### config.mk
export PLATFORM = sky130hd
export DESIGN_NAME = decoder
export DESIGN_NICKNAME = d
export VERILOG_FILES = /design/src/rtl/decoder.sv
export SDC_FILE = /design/constraint.sdc
export NUM_CORES = 1
export LEC_CHECK = 0
export CORE_UTILIZATION = 36
export CTS_CLUSTER_DIAMETER = 60
export DETAILED_ROUTE_END_ITERATION = 10
export GPL_TIMING_DRIVEN = 0
export PLACE_DENSITY = 0.76
export SYNTH_ARGS = -nofsm -noshare
export SYNTH_HDL_FRONTEND = slang
export SYNTH_SLANG_ARGS = --single-unit
### constraint.sdc
create_clock -name clk -period 1.8 [get_ports clk]
set_input_delay 0.45 -clock clk [delete_from_list [all_inputs] [get_ports clk]]
set_output_delay 0.45 -clock clk [all_outputs]
set_load 0.02 [all_outputs]
### src/rtl/decoder.sv
// Control decoder for a single-cycle ARM-subset datapath: decodes Op/Funct/Rd
// combinationally and registers every control output (one cycle of latency).
module decoder (
  input  logic       clk,
  input  logic       reset,
  input  logic [1:0] Op,
  input  logic [5:0] Funct,
  input  logic [3:0] Rd,
  output logic [1:0] FlagW,
  output logic       PCS,
  output logic       RegW,
  output logic       MemW,
  output logic       MemtoReg,
  output logic       ALUSrc,
  output logic [1:0] ImmSrc,
  output logic [1:0] RegSrc,
  output logic [1:0] ALUControl
);

  logic [1:0] reg_src_d;
  logic [1:0] imm_src_d;
  logic       alu_src_d;
  logic       mem_to_reg_d;
  logic       reg_w_d;
  logic       mem_w_d;
  logic       branch_d;
  logic       alu_op_d;
  logic [1:0] alu_control_d;
  logic [1:0] flag_w_d;
  logic       cmd_known;
  logic       pcs_d;

  always_comb begin
    reg_src_d    = 2'b00;
    imm_src_d    = 2'b00;
    alu_src_d    = 1'b0;
    mem_to_reg_d = 1'b0;
    reg_w_d      = 1'b0;
    mem_w_d      = 1'b0;
    branch_d     = 1'b0;
    alu_op_d     = 1'b0;
    unique case (Op)
      2'b00: begin
        alu_src_d = Funct[5];
        reg_w_d   = 1'b1;
        alu_op_d  = 1'b1;
      end
      2'b01: begin
        imm_src_d = 2'b01;
        alu_src_d = 1'b1;
        if (Funct[0]) begin
          mem_to_reg_d = 1'b1;
          reg_w_d      = 1'b1;
        end else begin
          reg_src_d = 2'b10;
          mem_w_d   = 1'b1;
        end
      end
      2'b10: begin
        reg_src_d = 2'b01;
        imm_src_d = 2'b10;
        alu_src_d = 1'b1;
        branch_d  = 1'b1;
      end
      default: ;
    endcase
  end

  // Unrecognized data-processing commands fall back to ADD and never touch flags.
  always_comb begin
    alu_control_d = 2'b00;
    cmd_known     = 1'b0;
    flag_w_d      = 2'b00;
    if (alu_op_d) begin
      cmd_known = 1'b1;
      case (Funct[4:1])
        4'b0100: alu_control_d = 2'b00;
        4'b0010: alu_control_d = 2'b01;
        4'b0000: alu_control_d = 2'b10;
        4'b1100: alu_control_d = 2'b11;
        default: begin
          alu_control_d = 2'b00;
          cmd_known     = 1'b0;
        end
      endcase
      if (cmd_known) begin
        flag_w_d[1] = Funct[0];
        flag_w_d[0] = Funct[0] & ~alu_control_d[1];
      end
    end
  end

  assign pcs_d = ((Rd == 4'b1111) & reg_w_d) | branch_d;

  always_ff @(posedge clk) begin
    if (reset) begin
      FlagW      <= 2'b00;
      PCS        <= 1'b0;
      RegW       <= 1'b0;
      MemW       <= 1'b0;
      MemtoReg   <= 1'b0;
      ALUSrc     <= 1'b0;
      ImmSrc     <= 2'b00;
      RegSrc     <= 2'b00;
      ALUControl <= 2'b00;
    end else begin
      FlagW      <= flag_w_d;
      PCS        <= pcs_d;
      RegW       <= reg_w_d;
      MemW       <= mem_w_d;
      MemtoReg   <= mem_to_reg_d;
      ALUSrc     <= alu_src_d;
      ImmSrc     <= imm_src_d;
      RegSrc     <= reg_src_d;
      ALUControl <= alu_control_d;
    end
  end

endmodule

==> results.json <==
{
  "yosysWarningCount": 0,
  "tightest_slew_ns": 0.271,
  "num_vias": 409,
  "async_reset_ff_share_pct": 0,
  "drt-initial-drc-count": 6,
  "ys_seq_area_share_pct": 49.6,
  "p_int_mw": 0.453,
  "worstSetupPathType": "reg -> out",
  "cts_root_buffer": "clkbuf_4",
  "detail-route-antenna-nets": 0,
  "routed_via_density": 4.70,
  "synth_ff_type": "dfxtp_1",
  "drive_gt1_share_pct": 12.3,
  "fmax_mhz": 581,
  "maxCapViolCount": 0,
  "grt_pass1_wl_um": 1460,
  "synth_edf_count": 0,
  "p_total_mw": 0.583,
  "rsz0062_at_grt": "no",
  "crit_path_start_kind": "flip-flop",
  "post_synth.cell_area_avg_um2": 11.3,
  "cts.repair.resized": 0,
  "start_util_pct": 41.3,
  "post-synth-top-count-cell": "dfxtp_1",
  "core_um2": 1170,
  "netlist_top_cells_count": "dfxtp_1, ha_1, a21oi_1, nor3_1",
  "cp.arrival_ns": 1.27,
  "drt-pass1-iter-count": 4,
  "required_ns": 1.35,
  "wl_per_cell_um": 10.1,
  "cts_made_buffers": 3,
  "synth_nets": 62,
  "leakage_nw": 0.315,
  "grt_usage_pct": 14.5,
  "num_antenna_cells": 0,
  "drt_wl_total_um": 875,
  "antenna_found_initial": 0,
  "postCtsSetupRepairBufs": 0,
  "seqPwrFrac_pct": 47.2,
  "p_sw_share_pct": 22.3,
  "area_growth_pct": 65.4,
  "synth.top_cell.area_share_pct": 49.6,
  "switching_power_mw": 0.130,
  "fin_area_um2": 801,
  "cts_tree": "yes",
  "fin_util_pct": 68.4,
  "end_kind": "output port",
  "layout_min_cycle_time_ns": 1.72,
  "slew_violations": 0,
  "powerDensity_nw_per_um2": 728,
  "layout.cells.non_filler": 87,
  "gr-total-overflow": 0,
  "status": "finished, final reports clean",
  "grt_pass1_vias": 396,
  "whs_ns": 0.801,
  "dp_cells": 83,
  "min-delay-path-class": "in -> reg",
  "fin_crit_sh_pct": 95.6,
  "rows": 12,
  "cp_max_fo": 2,
  "clkTransAtPathRegs_ns": 0.07,
  "clockPowerShare_pct": 36.1,
  "final_nets": 93,
  "die_y_um": 38.7,
  "die_area_um2": 1500,
  "clock_sinks": 12,
  "gp_congestion": 0.676,
  "hold_viol": 0,
  "p_comb_share_pct": 16.6,
  "synth_largest_area_cell": "dfxtp_1",
  "ys_ff_latch": 12,
  "synth_area_um2": 484,
  "synth_cells": 43,
  "placed_area_um2": 762,
  "synth.distinct_cells": 21,
  "place_hpwl_um": 729,
  "cts_htree_levels": 1,
  "ir_drop_v": 0.000398,
  "slew-limit-headroom_pct": 81.9,
  "grt_max_degree": 10,
  "io_pins": 27,
  "die_w_um": 38.7,
  "setup_viol": 0,
  "cts_buffer_depth": 2,
  "portBuffers": 26,
  "drc": 0,
  "ctsHoldBuffers": 0,
  "synth.area.top_cells": "dfxtp_1, ha_1, a21oi_1"
}
cell usage in the layout, fill, tap and decap left out:
cell type / netlist / layout
nor4_2: 1 / 1
and3b_1: 1 / 1
nor2b_1: 2 / 2
and2b_2: 1 / 1
nor3_1: 3 / 3
a21oi_1: 3 / 3
clkbuf_4: 0 / 3
ha_2: 0 / 1
and2_1: 1 / 1
or3b_2: 1 / 1
and2b_1: 1 / 1
ha_1: 5 / 4
nand4bb_1: 1 / 1
buf_4: 1 / 1
clkdlybuf4s50_1: 0 / 26
xnor2_1: 1 / 1
nor3b_1: 1 / 1
nand3b_1: 1 / 1
a211oi_1: 2 / 2
clkbuf_8: 0 / 1
nor2_1: 1 / 1
inv_1: 2 / 2
dfxtp_1: 12 / 12
a41oi_1: 1 / 1
or3b_1: 1 / 1
per-stage QoR:
| stage | setup TNS [ns] | worst slack, ns |
|---|---|---|
| after global routing | 0 | 0.00344 |
| after detailed placement | -0.287 | -0.203 |
| after floorplan | 0 | 0.387 |
| final | 0 | 0.0797 |
| after CTS | 0 | 0.0652 |
| after global placement | -0.266 | -0.208 |
registers in the layout (all words and copies together) (netlist names):
name and cells:
MemW 1, ALUSrc 1, PCS 1, ALUControl 2
FlagW 2, RegSrc 2, ImmSrc 1, MemtoReg 1
RegW 1
worst paths after layout:
kind                  depth (start not counted)        end  startpoint
worst max-delay path                          2  RegSrc[0]   RegSrc[0]
worst min-delay path                          3     ALUSrc    Funct[5]
critical path, cell delays in order, from the launching register on:
cell and delay (ns):
dfxtp_1 0.33, buf_4 0.10, clkdlybuf4s50_1 0.58
power by group through the flow:
| stage | Sequential (mW) | Clock, mW | Combinational, mW |
|---|---|---|---|
| after floorplan | 0.293 | 0 | 0.0280 |
| after global placement | 0.282 | 0 | 0.0958 |
| after detailed placement | 0.282 | 0 | 0.0971 |
| after CTS | 0.275 | 0.219 | 0.0973 |
| after global routing | 0.276 | 0.228 | 0.107 |
| final | 0.275 | 0.210 | 0.0970 |
kinds of logic (layout without fill, tap and decap cells):
family          count (synthesis)  count (layout)  share of synthesized area, %
simple gates                   16              16                          24.5
fa+ha+maj                       5               5                          12.9
compound gates                  6               6                          8.01
xor+xnor                        1               1                          1.81
flops                          12              12                          49.6
buf+inv                         3              33                          3.10
area by class of cell:
cell class	count	area, µm²
timing repair buffer	26	260
clock buffer	4	36.3
inverter	2	7.51
tap	14	17.5
sequential	12	240
buffer	1	7.51
fill	100	370
multi-input combinational	28	231
metal layers:
| metal | track usage [%] | routed length (µm) |
|---|---|---|
| met1 | 15.2 | 366 |
| met2 | 25.0 | 461 |
| met3 | 1.73 | 26 |
| met4 | 12.9 | 21 |
| met5 | 0 | 0 |
(Power assumes the default switching activity.)
